[src/rtl/rv32_d_imm_stage_pkg.sv]
// Shared types for the decode-side immediate generation stage.
// Immediate format encoding and the skid-buffer occupancy states.
// Imported by the decode sub-module, the stage interface and the stage top.
package rv32_pkg;

  // Immediate format selector carried with each decoded instruction.
  typedef enum logic [2:0] {
    IMM_I       = 3'b000,
    IMM_S       = 3'b001,
    IMM_B       = 3'b010,
    IMM_J       = 3'b011,
    IMM_U       = 3'b100,
    IMM_ZIMM    = 3'b101,
    IMM_SHAMT   = 3'b110,
    IMM_ILLEGAL = 3'b111
  } imm_src_e;

  // Occupancy of the output register plus skid register.
  typedef enum logic [1:0] {
    ST_EMPTY = 2'b00,
    ST_ONE   = 2'b01,
    ST_FULL  = 2'b11
  } stage_state_e;

endpackage

[src/rtl/rv32_d_imm_stage_if.sv]
// Decode-to-issue handshake bundle: upstream instruction fields and downstream immediate result.
// master = side that produces instructions and consumes results; slave = the immediate stage.
// Valid/ready on both directions; ready is only meaningful together with valid.
interface rv32_d_imm_stage_if #(
  parameter int XLEN  = 32,
  parameter int TAG_W = 5
);
  import rv32_pkg::*;

  logic             in_valid;
  logic             in_ready;
  logic [31:7]      in_instr;
  imm_src_e         in_imm_src;
  logic [XLEN-1:0]  in_pc;
  logic [TAG_W-1:0] in_tag;

  logic             out_valid;
  logic             out_ready;
  logic [XLEN-1:0]  out_imm;
  logic [XLEN-1:0]  out_target;
  logic [TAG_W-1:0] out_tag;
  logic             out_illegal;

  modport master (
    output in_valid, in_instr, in_imm_src, in_pc, in_tag, out_ready,
    input  in_ready, out_valid, out_imm, out_target, out_tag, out_illegal
  );

  modport slave (
    input  in_valid, in_instr, in_imm_src, in_pc, in_tag, out_ready,
    output in_ready, out_valid, out_imm, out_target, out_tag, out_illegal
  );

endinterface

[src/rtl/rv32_d_imm_stage_decode.sv]
// Immediate extraction and sign/zero extension for all RV immediate formats.
// Latency: purely combinational.
// Backpressure: none; the enclosing stage owns all flow control.
module rv32_d_imm_decode
  import rv32_pkg::*;
#(
  parameter int XLEN = 32
) (
  input  logic [31:7]     instr,
  input  imm_src_e        src,
  output logic [XLEN-1:0] imm,
  output logic            illegal
);

  // Signed casts sign-extend from the format's top bit; unsigned casts zero-extend.
  always_comb begin
    imm     = '0;
    illegal = 1'b0;
    case (src)
      IMM_I:     imm = XLEN'($signed(instr[31:20]));
      IMM_S:     imm = XLEN'($signed({instr[31:25], instr[11:7]}));
      IMM_B:     imm = XLEN'($signed({instr[31], instr[7], instr[30:25], instr[11:8], 1'b0}));
      IMM_J:     imm = XLEN'($signed({instr[31], instr[19:12], instr[20], instr[30:21], 1'b0}));
      IMM_U:     imm = XLEN'($signed({instr[31:12], 12'b0}));
      IMM_ZIMM:  imm = XLEN'(instr[19:15]);
      IMM_SHAMT: begin
        // RV64 shifts use a 6-bit amount; RV32 only 5.
        if (XLEN == 64) imm = XLEN'(instr[25:20]);
        else            imm = XLEN'(instr[24:20]);
      end
      default:   illegal = 1'b1;
    endcase
  end

endmodule

[src/rtl/rv32_d_imm_stage.sv]
// Registered immediate stage: decodes immediate, computes pc+imm, holds result for issue.
// Latency 1 cycle, throughput 1/cycle through a 2-entry (output + skid) buffer.
// in_ready depends only on registered state (low when skid occupied); flush empties both entries.
module rv32_d_imm_stage
  import rv32_pkg::*;
#(
  parameter int XLEN  = 32,
  parameter int TAG_W = 5
) (
  input  logic               clk_i,
  input  logic               rst_ni,
  input  logic               flush_i,
  rv32_d_imm_stage_if.slave  bus
);

  typedef struct packed {
    logic [XLEN-1:0]  imm;
    logic [XLEN-1:0]  target;
    logic [TAG_W-1:0] tag;
    logic             illegal;
  } imm_entry_t;

  stage_state_e    state_q, state_d;
  imm_entry_t      main_q, skid_q, new_entry;
  logic [XLEN-1:0] dec_imm;
  logic            dec_illegal;
  logic            pc_only;
  logic            in_fire, out_fire;
  logic            load_main, load_skid, main_from_skid;

  rv32_d_imm_decode #(.XLEN(XLEN)) u_decode (
    .instr   (bus.in_instr),
    .src     (bus.in_imm_src),
    .imm     (dec_imm),
    .illegal (dec_illegal)
  );

  // Non-address formats report the bare pc as their target.
  assign pc_only = (bus.in_imm_src == IMM_ZIMM) || (bus.in_imm_src == IMM_SHAMT) ||
                   (bus.in_imm_src == IMM_ILLEGAL);

  assign new_entry.imm     = dec_imm;
  assign new_entry.target  = pc_only ? bus.in_pc : bus.in_pc + dec_imm;
  assign new_entry.tag     = bus.in_tag;
  assign new_entry.illegal = dec_illegal;

  assign bus.in_ready    = (state_q != ST_FULL);
  assign bus.out_valid   = (state_q != ST_EMPTY);
  assign bus.out_imm     = main_q.imm;
  assign bus.out_target  = main_q.target;
  assign bus.out_tag     = main_q.tag;
  assign bus.out_illegal = main_q.illegal;

  assign in_fire  = bus.in_valid && bus.in_ready;
  assign out_fire = bus.out_valid && bus.out_ready;

  // Occupancy state register.
  always_ff @(posedge clk_i or negedge rst_ni) begin
    if (!rst_ni) state_q <= ST_EMPTY;
    else         state_q <= state_d;
  end

  // Next occupancy and which register captures what; flush overrides every handshake.
  always_comb begin
    state_d        = state_q;
    load_main      = 1'b0;
    load_skid      = 1'b0;
    main_from_skid = 1'b0;
    case (state_q)
      ST_EMPTY: begin
        if (in_fire) begin
          state_d   = ST_ONE;
          load_main = 1'b1;
        end
      end
      ST_ONE: begin
        if (in_fire && out_fire) begin
          load_main = 1'b1;
        end else if (in_fire) begin
          state_d   = ST_FULL;
          load_skid = 1'b1;
        end else if (out_fire) begin
          state_d   = ST_EMPTY;
        end
      end
      ST_FULL: begin
        if (out_fire) begin
          state_d        = ST_ONE;
          main_from_skid = 1'b1;
        end
      end
      default: state_d = ST_EMPTY;
    endcase
    if (flush_i) begin
      state_d        = ST_EMPTY;
      load_main      = 1'b0;
      load_skid      = 1'b0;
      main_from_skid = 1'b0;
    end
  end

  // Entry storage; the output register only changes on a load, so fields hold under stall.
  always_ff @(posedge clk_i or negedge rst_ni) begin
    if (!rst_ni) begin
      main_q <= '0;
      skid_q <= '0;
    end else begin
      if (main_from_skid) main_q <= skid_q;
      else if (load_main) main_q <= new_entry;
      if (load_skid)      skid_q <= new_entry;
    end
  end

endmodule
[src/flat_wrapper.sv]
// flat-port wrapper written by rule: the top's interface ports become plain ports
module rv32_d_imm_stage_flat import rv32_pkg::*;
#(
  parameter int XLEN  = 32,
  parameter int TAG_W = 5
)
  (clk_i, rst_ni, flush_i, bus_in_valid, bus_in_instr, bus_in_imm_src, bus_in_pc, bus_in_tag, bus_out_ready, bus_in_ready, bus_out_valid, bus_out_imm, bus_out_target, bus_out_tag, bus_out_illegal);
  rv32_d_imm_stage_if #(.XLEN(XLEN), .TAG_W(TAG_W)) bus_i ();
  input  logic clk_i;
  input  logic rst_ni;
  input  logic flush_i;
  input wire logic [$bits(bus_i.in_valid)-1:0] bus_in_valid;
  input wire logic [$bits(bus_i.in_instr)-1:0] bus_in_instr;
  input wire logic [$bits(bus_i.in_imm_src)-1:0] bus_in_imm_src;
  input wire logic [$bits(bus_i.in_pc)-1:0] bus_in_pc;
  input wire logic [$bits(bus_i.in_tag)-1:0] bus_in_tag;
  input wire logic [$bits(bus_i.out_ready)-1:0] bus_out_ready;
  output wire logic [$bits(bus_i.in_ready)-1:0] bus_in_ready;
  output wire logic [$bits(bus_i.out_valid)-1:0] bus_out_valid;
  output wire logic [$bits(bus_i.out_imm)-1:0] bus_out_imm;
  output wire logic [$bits(bus_i.out_target)-1:0] bus_out_target;
  output wire logic [$bits(bus_i.out_tag)-1:0] bus_out_tag;
  output wire logic [$bits(bus_i.out_illegal)-1:0] bus_out_illegal;
  assign bus_i.in_valid = bus_in_valid;
  assign bus_i.in_instr = bus_in_instr;
  assign bus_i.in_imm_src = bus_in_imm_src;
  assign bus_i.in_pc = bus_in_pc;
  assign bus_i.in_tag = bus_in_tag;
  assign bus_i.out_ready = bus_out_ready;
  assign bus_in_ready = bus_i.in_ready;
  assign bus_out_valid = bus_i.out_valid;
  assign bus_out_imm = bus_i.out_imm;
  assign bus_out_target = bus_i.out_target;
  assign bus_out_tag = bus_i.out_tag;
  assign bus_out_illegal = bus_i.out_illegal;
  rv32_d_imm_stage #(.XLEN(XLEN), .TAG_W(TAG_W)) u_core (.clk_i(clk_i), .rst_ni(rst_ni), .flush_i(flush_i), .bus(bus_i));
endmodule
[config.mk]
export PLATFORM = sky130hd
export DESIGN_NAME = rv32_d_imm_stage_flat
export DESIGN_NICKNAME = d
export VERILOG_FILES = /design/src/rtl/rv32_d_imm_stage_pkg.sv /design/src/rtl/rv32_d_imm_stage_if.sv /design/src/rtl/rv32_d_imm_stage_decode.sv /design/src/rtl/rv32_d_imm_stage.sv /design/src/flat_wrapper.sv
export SDC_FILE = /design/constraint.sdc
export NUM_CORES = 1
export LEC_CHECK = 0
export ABC_AREA = 1
export CORE_ASPECT_RATIO = 1.2
export CORE_MARGIN = 2
export CORE_UTILIZATION = 50
export DETAILED_ROUTE_END_ITERATION = 16
export GPL_ROUTABILITY_DRIVEN = 0
export MAX_ROUTING_LAYER = met4
export PLACE_DENSITY_LB_ADDON = 0.12
export SYNTH_ARGS = -nofsm -noshare
export SYNTH_HDL_FRONTEND = slang
export SYNTH_HIERARCHICAL = 1
export SYNTH_SLANG_ARGS = --single-unit
[constraint.sdc]
create_clock -name clk_i -period 1.6 [get_ports clk_i]
set_input_delay 0.32 -clock clk_i [delete_from_list [all_inputs] [get_ports clk_i]]
set_output_delay 0.32 -clock clk_i [all_outputs]
set_load 0.01 [all_outputs]
==> results of run 1 <==
## cells by family after synthesis
group	share of synthesized area
buf+inv	0.104
compound gates	0.112
simple gates	0.323
xor+xnor	0.0146
flops	0.394
fa+ha+maj	0.0508
mux	0.00222
## timing repair
action	in CTS
setup endpoints to repair	214
hold endpoints to repair	26
setup buffers	45
gates cloned	16
hold buffers	1
pin swaps	92
resized for setup	403
## metal layers
metal	overflow	track usage
met1	3	0.773
met3	1	0.599
met2	176	0.998
met4	54	0.815
met5	-	-
## through the flow
step	utilization	std cells	setup TNS [ps]	cell area, um^2	setup slack (ps)
floorplan	-	1291	-25680	9220	-527
detailed placement	0.691	1774	-114840	12100	-1630
global placement	0.691	1774	-109320	12100	-1560
CTS	0.847	1868	-37470	14900	-440
==> results by group, run 1 <==
Clocking
  – Clk sink count: between 100 and 150
  – CTS max path bufs: 2
  – Number of CTS-inserted buffers: 17
  – Root cell of the clock tree: sky130_fd_sc_hd__clkbuf_16
  – Max H-tree Level: 4

Status
  – Status: stopped before the end
  – Failed at: 5_1_grt
  – Log Error: [ERROR GRT-0232] Routing congestion too high. Check the congestion heatmap in the GUI.

Yosys
  – Synthesized net count: 1397
  – Area share of the largest cell type after synthesis: 0.394
  – Dominant cell by count in the synthesized netlist: sky130_fd_sc_hd__nand2_1
  – Synth area leader: sky130_fd_sc_hd__dfrtp_1
  – Number of enable flip-flop cells after synthesis: 0
  – Leading cell types by count after synthesis: 496 x sky130_fd_sc_hd__nand2_1, 186 x sky130_fd_sc_hd__inv_1, 142 x sky130_fd_sc_hd__dfrtp_1, 113 x sky130_fd_sc_hd__nand3_1, 63 x sky130_fd_sc_hd__o21ai_0
  – Post-synthesis instance area: around 0.0090 mm^2
  – Count of warnings emitted by yosys: 6
  – Share of synthesized area occupied by flip-flops and latches: 0.394
  – Library cells used by synthesis: 33
  – Biggest area contributors in the synthesized netlist: sky130_fd_sc_hd__dfrtp_1 39%, sky130_fd_sc_hd__nand2_1 21%, sky130_fd_sc_hd__inv_1 7.7%
  – Post-synthesis average cell area: ~7 um^2
  – Synthesized instance count: approximately 1300
  – Count of state elements after synthesis: 142
  – Flip-flop cell with the highest count after synthesis: sky130_fd_sc_hd__dfrtp_1
  – Post-synthesis async set-or-reset flop share: 1.00

Placement
  – PortBufs: 141
  – Post-DP HPWL: roughly 23 mm

Global route
  – Overall routing resource usage: 0.806
  – Maximum number of pins on one net before global-route repair: 35
  – Final global-route overflow total: ~230

Floorplanning
  – Horiz. Die Dim: 127 um
  – Number of top-level pins: 142
  – Placement Rows: 53
  – Initial cell density of the core: 0.513
  – Die span in y: 151 um

Timing
  – GR repair worst EP: u_core/bus.out_target[28]$_DFFE_PN0P_/D
  – WEP type: sequential cell input
==> run 2: changes to the inputs <==
--- a/config.mk
+++ b/config.mk
@@ -6,13 +6,11 @@
 export NUM_CORES = 1
 export LEC_CHECK = 0
 export ABC_AREA = 1
-export CORE_ASPECT_RATIO = 1.2
 export CORE_MARGIN = 2
-export CORE_UTILIZATION = 50
+export CORE_UTILIZATION = 40
 export DETAILED_ROUTE_END_ITERATION = 16
 export GPL_ROUTABILITY_DRIVEN = 0
-export MAX_ROUTING_LAYER = met4
-export PLACE_DENSITY_LB_ADDON = 0.12
+export PLACE_DENSITY_LB_ADDON = 0.15
 export SYNTH_ARGS = -nofsm -noshare
 export SYNTH_HDL_FRONTEND = slang
 export SYNTH_HIERARCHICAL = 1
==> constraint.sdc (replaced) <==
create_clock -name clk_i -period 2.1 [get_ports clk_i]
set_input_delay 0.42 -clock clk_i [delete_from_list [all_inputs] [get_ports clk_i]]
set_output_delay 0.42 -clock clk_i [all_outputs]
set_load 0.01 [all_outputs]
==> results by group, run 2 <==
Detailed routing
  – Iteration-0 DRC count of the detailed router: about 800
  – Post-detailed-routing wire length: between 30 and 40 mm
  – # DRC: 0
  – Detailed-router iteration count before antenna repair: 6
  – Detailed-route vias per instance: ~5.2
  – Antenna-violating nets left: 0
  – Number of vias in the routed layout: 9723
  – Average wire per cell in the routed design: around 17 um

Layout
  – Top register by number of flip-flops: u_core/skid_q
  – Final Non-Filler Cells: ~1900
  – Fraction of layout cells with a size suffix above 1: 0.299
  – Ant. Diodes: 0
  – Final Core Density: 0.641
  – Commonest cells after routing, fill and taps aside: 406 x sky130_fd_sc_hd__nand2_1, 172 x sky130_fd_sc_hd__inv_1, 150 x sky130_fd_sc_hd__buf_4, 142 x sky130_fd_sc_hd__dfrtp_1, 126 x sky130_fd_sc_hd__clkdlybuf4s50_1
  – Filler cell count in the final layout: around 1800
  – Area growth from synthesis to final layout: 55.9%
  – Most common cell after layout, fill and taps aside: sky130_fd_sc_hd__nand2_1
  – Max FFs per register: 70
  – Count of nets after finishing: between 1500 and 2000

Yosys
  – Count of state elements after synthesis: 142 (unchanged)
  – Share of synthesized area occupied by flip-flops and latches: 0.394 (unchanged)
  – Dominant cell by count in the synthesized netlist: sky130_fd_sc_hd__nand2_1
  – Area share of the largest cell type after synthesis: 0.394 (unchanged)
  – Count of warnings emitted by yosys: 6 (unchanged)
  – Flip-flop cell with the highest count after synthesis: sky130_fd_sc_hd__dfrtp_1
  – Synth area leader: sky130_fd_sc_hd__dfrtp_1
  – Synthesized net count: 1397 (unchanged)
  – Biggest area contributors in the synthesized netlist: sky130_fd_sc_hd__dfrtp_1 39%, sky130_fd_sc_hd__nand2_1 21%, sky130_fd_sc_hd__inv_1 7.7%
  – Number of enable flip-flop cells after synthesis: 0 (unchanged)
  – Post-synthesis instance area: 0.00902 mm^2 (unchanged)
  – Post-synthesis async set-or-reset flop share: 1.00 (unchanged)
  – Post-synthesis average cell area: 6.99 um^2 (unchanged)
  – Leading cell types by count after synthesis: 496 x sky130_fd_sc_hd__nand2_1, 186 x sky130_fd_sc_hd__inv_1, 142 x sky130_fd_sc_hd__dfrtp_1, 113 x sky130_fd_sc_hd__nand3_1, 63 x sky130_fd_sc_hd__o21ai_0
  – Synthesized instance count: 1291 (unchanged)
  – Library cells used by synthesis: 33 (unchanged)

Floorplanning
  – Initial cell density of the core: 0.411 (-0.103)
  – Core area: approximately 0.022 mm^2
  – Die span in y: 154 um (+2.0%)
  – Horiz. Die Dim: 154 um (+22%)
  – Die area: about 0.024 mm^2
  – Placement Rows: 54 (+1.9%)
  – Number of top-level pins: 142 (unchanged)

Power
  – Sw Ratio: 0.369
  – Share of total power in the clock network: 0.226
  – Internal power of the cells: between 8000 and 9000 uW
  – Leakage Power: between 0.006 and 0.007 uW
  – Max VDD drop: 0.565 mV
  – Power dissipated by switching net loads: about 5000 uW
  – Relative contribution of sequential cells to total power: 0.346
  – Combinational fraction of design power: 0.427
  – Power density cells: between 900 and 1000 mW/mm^2

Worst setup path
  – Termination of the worst setup path: u_core/bus.out_target[25]
  – CP Launch Point: bus_in_instr[21]
  – Worst flop-to-flop path endpoint: u_core/skid_q[56]
  – Slack of the worst reg-to-reg path: 210 ps
  – WP data required: ~2400 ps
  – R2R depth: 10
  – Category of the most critical setup path: input port to register
  – Sort of element at the end of the critical path: register
  – Launching element type of the critical path: input port
  – Data arrival, critical path: between 2000 and 3000 ps
  – Reg-to-reg critical path startpoint: u_core/state_q[1]
  – Crit-path max FO: 4

Global route
  – Global routing usage on met1: 0.381
  – Final global-route overflow total: 0
  – Number of global-route vias before repair: 9224
  – Initial antenna violation count: 0
  – First-pass GRT wire length: roughly 50 mm
  – Grt met3 use: 0.0347
  – Overall routing resource usage: 0.270
  – Most heavily used metal layer in global routing: met2
  – Maximum number of pins on one net before global-route repair: slightly below 60
  – Met2 GRT Util: 0.428

Min path
  – Class of the worst hold path: input port to asynchronous set/reset pin

Clocking
  – Clock tree from TritonCTS: built
  – Root cell of the clock tree: sky130_fd_sc_hd__clkbuf_16
  – Source-to-sink clock delay at the later pin of the worst-skew pair: 430 ps
  – Post-CTS clock slew at the launch and capture registers of the worst setup and hold paths: roughly 70 ps
  – Number of CTS-inserted buffers: 17 (unchanged)
  – Max H-tree Level: 4 (unchanged)
  – Clk sink count: 142 (unchanged)
  – CTS max path bufs: 2 (unchanged)

Status
  – Failing checks: negative setup slack
  – Status: finished, violations left

Timing
  – Clock Skew: between 10 and 15 ps
  – Hold Vio Cnt, Final: 0
  – Final setup violation count: 50
  – Max Fclk: between 400 and 500 MHz
  – Relative slew margins: 0.669
  – Number of max-slew violations in the final report: 0
  – Pin slew with the least headroom to its limit: roughly 490 ps
  – Setup repair after global routing missed its margin: yes
  – Portion of the clock cycle consumed by the worst path in the final layout: 1.09
  – Setup slack of the critical path after layout: -198 ps
  – Minimum clock period after layout: 2300 ps

Placement
  – Number of placed cells counting well taps: 1818 (+2.5%)
  – Post-DP HPWL: 23.3 mm (-0.42%)
  – PortBufs: 141 (unchanged)

Job
  – Number of max-cap violations: 0
run 2: cell counts after synthesis:
No cell type changed its count.
run 2: worst min-delay path by stage:
| stage | slack (ps) | cells past startpoint | endpoint |
|---|---|---|---|
| finish | 450 | 2 | u_core/bus.out_tag[3] |
| global route | 450 | 2 | u_core/bus.out_tag[3] |
| CTS | 430 | 2 | u_core/skid_q[41] |
| detailed placement | 320 | 1 | u_core/bus.out_tag[3] |
| global placement | 320 | 1 | u_core/bus.out_tag[3] |
| floorplan | 120 | 0 | u_core/bus.out_illegal |
run 2: power by group through the flow:
stage,sequential [uW],combinational (uW),clock [uW]
after floorplan,4860,2390,0
after detailed placement,4760,5260,0
final,4720,5830,3090
after global routing,4860,6360,3260
after CTS,4720,5590,3140
after global placement,4730,5180,0
run 2: metrics by stage:
stage	total power [uW]	worst slack (ps)	hold slack [ps]	area, um^2	TNS, ps
2_1_floorplan	7240	-128	124	9140	-2080
3_3_place_gp	9910	-1100	324	11900	-61880
3_5_place_dp	10000	-1130	323	11900	-65080
4_1_cts	13500	-91.2	430	13600	-1260
5_1_grt	14500	-268	451	14100	-10020
6_report	13600	-198	445	14100	-3700
run 2: per-layer routing:
layer,up-vias,part of all wire
met5,-,0
met4,0,0.034
met2,403,0.45
li1,4685,-
met1,4563,0.44
met3,72,0.068
run 2: final cells by class:
class	count	area, um^2	share of cell area
multi-input cells	915	5880	0.418
clock buffers	17	425	0.0302
inverters	192	741	0.0527
repair inverters	1	8.76	0.000623
repair buffers	316	2930	0.209
flip-flops and latches	142	3550	0.253
well taps	280	350	0.0249
clock inverters	15	174	0.0124
run 2: worst max-delay path, stage by stage:
cell	delay (ps)
sky130_fd_sc_hd__clkdlybuf4s50_1	530
sky130_fd_sc_hd__inv_2	80
sky130_fd_sc_hd__nor2_4	140
sky130_fd_sc_hd__ha_4	240
sky130_fd_sc_hd__nand2_2	110
sky130_fd_sc_hd__inv_1	50
sky130_fd_sc_hd__nand2_1	60
sky130_fd_sc_hd__nand2_1	90
sky130_fd_sc_hd__nand3b_1	330
sky130_fd_sc_hd__nand2_1	170
sky130_fd_sc_hd__nand3_1	80
sky130_fd_sc_hd__nand2_1	80
sky130_fd_sc_hd__nand3_2	100
sky130_fd_sc_hd__nand3_2	90
sky130_fd_sc_hd__nand2_1	50
run 2: cells by family (layout without fill, tap and decap cells):
family          after synthesis  count (layout)  share of synthesized area
simple gates                702             702                      0.323
buf+inv                     234             541                      0.104
compound gates              160             160                      0.112
flops                       142             142                      0.394
fa+ha+maj                    36              36                     0.0508
xor+xnor                     15              15                     0.0146
mux                           2               2                    0.00222
run 2: repair_timing:
item | 4_1_cts | 5_1_grt
cloned | 1 | 0
hold buffers | 1 | 0
endpoints found under the hold margin | 25 | 0
endpoints found under the setup margin | 64 | 62
buffers inserted | 16 | 11
pin swaps | 56 | 47
gates resized for setup | 228 | 105
(Power assumes the default switching activity.)
==> run 3: changes to the inputs <==
--- a/config.mk
+++ b/config.mk
@@ -10,7 +10,7 @@
 export CORE_UTILIZATION = 40
 export DETAILED_ROUTE_END_ITERATION = 16
 export GPL_ROUTABILITY_DRIVEN = 0
-export PLACE_DENSITY_LB_ADDON = 0.15
+export PLACE_DENSITY = 0.62
 export SYNTH_ARGS = -nofsm -noshare
 export SYNTH_HDL_FRONTEND = slang
 export SYNTH_HIERARCHICAL = 1
==> results by group, run 3 (synthesis gave the netlist of run 2 again) <==
Global route
  – Overall routing resource usage: 0.268 (-0.00144)
  – Number of global-route vias before repair: 9252 (+0.30%)
  – Initial antenna violation count: 0 (unchanged)
  – First-pass GRT wire length: 49.8 mm (-0.65%)
  – Maximum number of pins on one net before global-route repair: 64 (+8.5%)
  – Final global-route overflow total: 0 (unchanged)

Clocking
  – Source-to-sink clock delay at the later pin of the worst-skew pair: 420 ps (about the same)
  – Clock tree from TritonCTS: built
  – Max H-tree Level: 4 (unchanged)
  – Number of CTS-inserted buffers: 17 (unchanged)
  – Root cell of the clock tree: sky130_fd_sc_hd__clkbuf_16
  – CTS max path bufs: 2 (unchanged)
  – Post-CTS clock slew at the launch and capture registers of the worst setup and hold paths: 60 ps (about the same)
  – Clk sink count: 142 (unchanged)

Worst setup path
  – Cell Chain, Critical Path: buf_8 -> buf_12 -> buf_4 -> o21ai_4 -> buf_12 -> nand2_2 -> nand2_4 -> ha_4 -> nand2_4 -> inv_1 -> nand2_1 -> nand2_1 -> nand2_1 -> nand2_2 -> a21oi_2 -> nand2_1 -> nand2_1 -> nand3_2 -> nand3_2 -> nand2_1
  – Buf/Inv on CP: 5 (+2)
  – Data arrival, critical path: 2550 ps (-60 ps)
  – Sort of element at the end of the critical path: register
  – Category of the most critical setup path: input port to register
  – WP data required: 2420 ps (about the same)
  – Max stage delay cell, worst path: sky130_fd_sc_hd__ha_4
  – Slack of the worst reg-to-reg path: 210 ps (about the same)
  – Crit-path max FO: 8 (+4)
  – Launching element type of the critical path: input port
  – Largest delay share family, worst path: simple AND/OR/NAND/NOR gates
  – Highest cell delay on the worst timing path: 230 ps (-300 ps)
  – CP most frequent cell: sky130_fd_sc_hd__nand2_1

Power
  – Leakage Power: 0.00707 uW (+1.8%)
  – Internal power of the cells: 8780 uW (+2.2%)
  – Share of total power in the clock network: 0.228 (+0.002)
  – Combinational fraction of design power: 0.431 (+0.004)
  – Relative contribution of sequential cells to total power: 0.341 (-0.005)
  – Power dissipated by switching net loads: 5090 uW (+1.1%)
  – Max VDD drop: 0.524 mV (-7.2%)
  – Power density cells: 968 mW/mm^2 (about the same)
  – Sw Ratio: 0.367 (-0.00251)

Layout
  – Count of nets after finishing: 1696 (+0.30%)
  – Max FFs per register: 70 (unchanged)
  – Ant. Diodes: 0 (unchanged)
  – Fraction of layout cells with a size suffix above 1: 0.340 (+0.0409)
  – Final Core Density: 0.652 (+0.0117)
  – Commonest cells after routing, fill and taps aside: 373 x sky130_fd_sc_hd__nand2_1, 163 x sky130_fd_sc_hd__inv_1, 160 x sky130_fd_sc_hd__buf_4, 142 x sky130_fd_sc_hd__dfrtp_1, 127 x sky130_fd_sc_hd__clkdlybuf4s50_1
  – Most common cell after layout, fill and taps aside: sky130_fd_sc_hd__nand2_1
  – Final Cell Area: 0.0143 mm^2 (+1.8%)
  – Final Non-Filler Cells: 1883 (+0.27%)
  – Top register by number of flip-flops: u_core/skid_q
  – Area growth from synthesis to final layout: 58.8%

Placement
  – PortBufs: 141 (unchanged)
  – Number of placed cells counting well taps: 1815 (-0.17%)
  – Area post-placement: 0.0119 mm^2 (about the same)
  – Post-DP HPWL: 23.1 mm (-0.93%)

Floorplanning
  – Core area: 0.0220 mm^2 (unchanged)
  – Initial cell density of the core: 0.411 (unchanged)
  – Horiz. Die Dim: 154 um (unchanged)
  – Number of top-level pins: 142 (unchanged)
  – Die span in y: 154 um (unchanged)
  – Die area: 0.0238 mm^2 (unchanged)
  – Placement Rows: 54 (unchanged)

Timing
  – Final setup violation count: 49 (-2.0%)
  – Setup repair after global routing missed its margin: yes
  – Max Fclk: 447 MHz (+2.7%)
  – Clock Skew: 12.8 ps (+0.910 ps)
  – Number of max-slew violations in the final report: 0 (unchanged)
  – Pin slew with the least headroom to its limit: 554 ps (+62.8 ps)
  – Final TNS setup: -2340 ps (+1350 ps)
  – Portion of the clock cycle consumed by the worst path in the final layout: 1.07 (-0.0291)
  – Setup slack of the critical path after layout: -137 ps (+61.0 ps)
  – Hold Vio Cnt, Final: 0 (unchanged)
  – Minimum clock period after layout: 2240 ps (-61.0 ps)
  – Relative slew margins: 0.627 (-0.0423)

Detailed routing
  – Detailed-router iteration count before antenna repair: 6 (unchanged)
  – Average wire per cell in the routed design: 17.7 um (+2.6%)
  – Antenna-violating nets left: 0 (unchanged)
  – Iteration-0 DRC count of the detailed router: 856 (+4.0%)
  – Post-detailed-routing wire length: 33.4 mm (+2.9%)
  – Detailed-route vias per instance: 5.27 (+1.7%)
  – # DRC: 0 (unchanged)
  – Number of vias in the routed layout: 9919 (+2.0%)

Status
  – Failing checks: negative setup slack
  – Status: finished, violations left

Min path
  – Class of the worst hold path: register to register

Job
  – Number of max-cap violations: 0 (unchanged)
-- run 3: changes by cell type in the layout (fill, tap and decap cells not counted), sizes merged --
cell	change
dlymetal6s2s	-2
clkdlybuf4s50	+1
clkbuf	+1
buf	+7
bufinv	+1
clkinv	-3
-- run 3: power by group through the flow --
stage / registers (uW) / clock network, uW / logic [uW]
floorplan: 4860 / 0 / 2390
global placement: 4740 / 0 / 5160
detailed placement: 4770 / 0 / 5230
CTS: 4730 / 3200 / 5580
global route: 4880 / 3330 / 6490
finish: 4730 / 3160 / 5980
-- run 3: stage by stage --
stage | hold slack [ps] | power [uW] | setup slack, ps
floorplan | 124 | 7240 | -128
global placement | 430 | 9900 | -1240
detailed placement | 431 | 10000 | -1240
CTS | 475 | 13500 | -38.6
global route | 485 | 14700 | -192
finish | 473 | 13900 | -137
-- run 3: layer usage --
metal / GRT usage / wire length, um / vias up / share of wire
li1: - / - / 4705 / -
met1: 0.385 / 14700 / 4712 / 0.44
met2: 0.414 / 15100 / 426 / 0.45
met3: 0.0372 / 2330 / 76 / 0.070
met4: 0.0970 / 1260 / 0 / 0.038
met5: 0 / 0 / - / 0
-- run 3: what timing repair did --
| action | CTS | global route |
|---|---|---|
| gates resized for setup | 220 | 182 |
| setup buffers | 21 | 14 |
| pin swaps | 74 | 88 |
| hold buffers | 1 | 0 |
| hold endpoints to repair | 49 | 0 |
| endpoints found under the setup margin | 64 | 60 |
-- run 3: layout make-up --
type / instances / area [um^2]
Clock buffer: 18 / 439
Clock inverter: 14 / 171
Fill cell: 1710 / 7630
Inverter: 192 / 753
Multi-Input combinational cell: 915 / 6090
Sequential cell: 142 / 3550
Tap cell: 280 / 350
Timing Repair Buffer: 322 / 2970
-- run 3: final timing paths --
check,startpoint,endpoint,cells after the start
setup / recovery,bus_in_imm_src[2],u_core/skid_q[35],20
hold reg to reg,u_core/skid_q[3],u_core/skid_q[3],2
hold / removal,u_core/skid_q[3],u_core/skid_q[3],2
max in group asynchronous,rst_ni,u_core/skid_q[25],3
min in group asynchronous,rst_ni,u_core/bus.out_imm[3],2
setup reg to reg,u_core/state_q[0],u_core/skid_q[53],10
-- run 3: worst register-to-register path, cell delays in order, from the launching register on --
cell	delay [ps]
sky130_fd_sc_hd__dfrtp_1	400
sky130_fd_sc_hd__inv_1	110
sky130_fd_sc_hd__ha_1	170
sky130_fd_sc_hd__inv_1	70
sky130_fd_sc_hd__nand2_1	130
sky130_fd_sc_hd__buf_4	140
sky130_fd_sc_hd__nand2_1	90
sky130_fd_sc_hd__nor2_4	170
sky130_fd_sc_hd__buf_12	280
sky130_fd_sc_hd__nand2_1	160
sky130_fd_sc_hd__o21ai_0	100
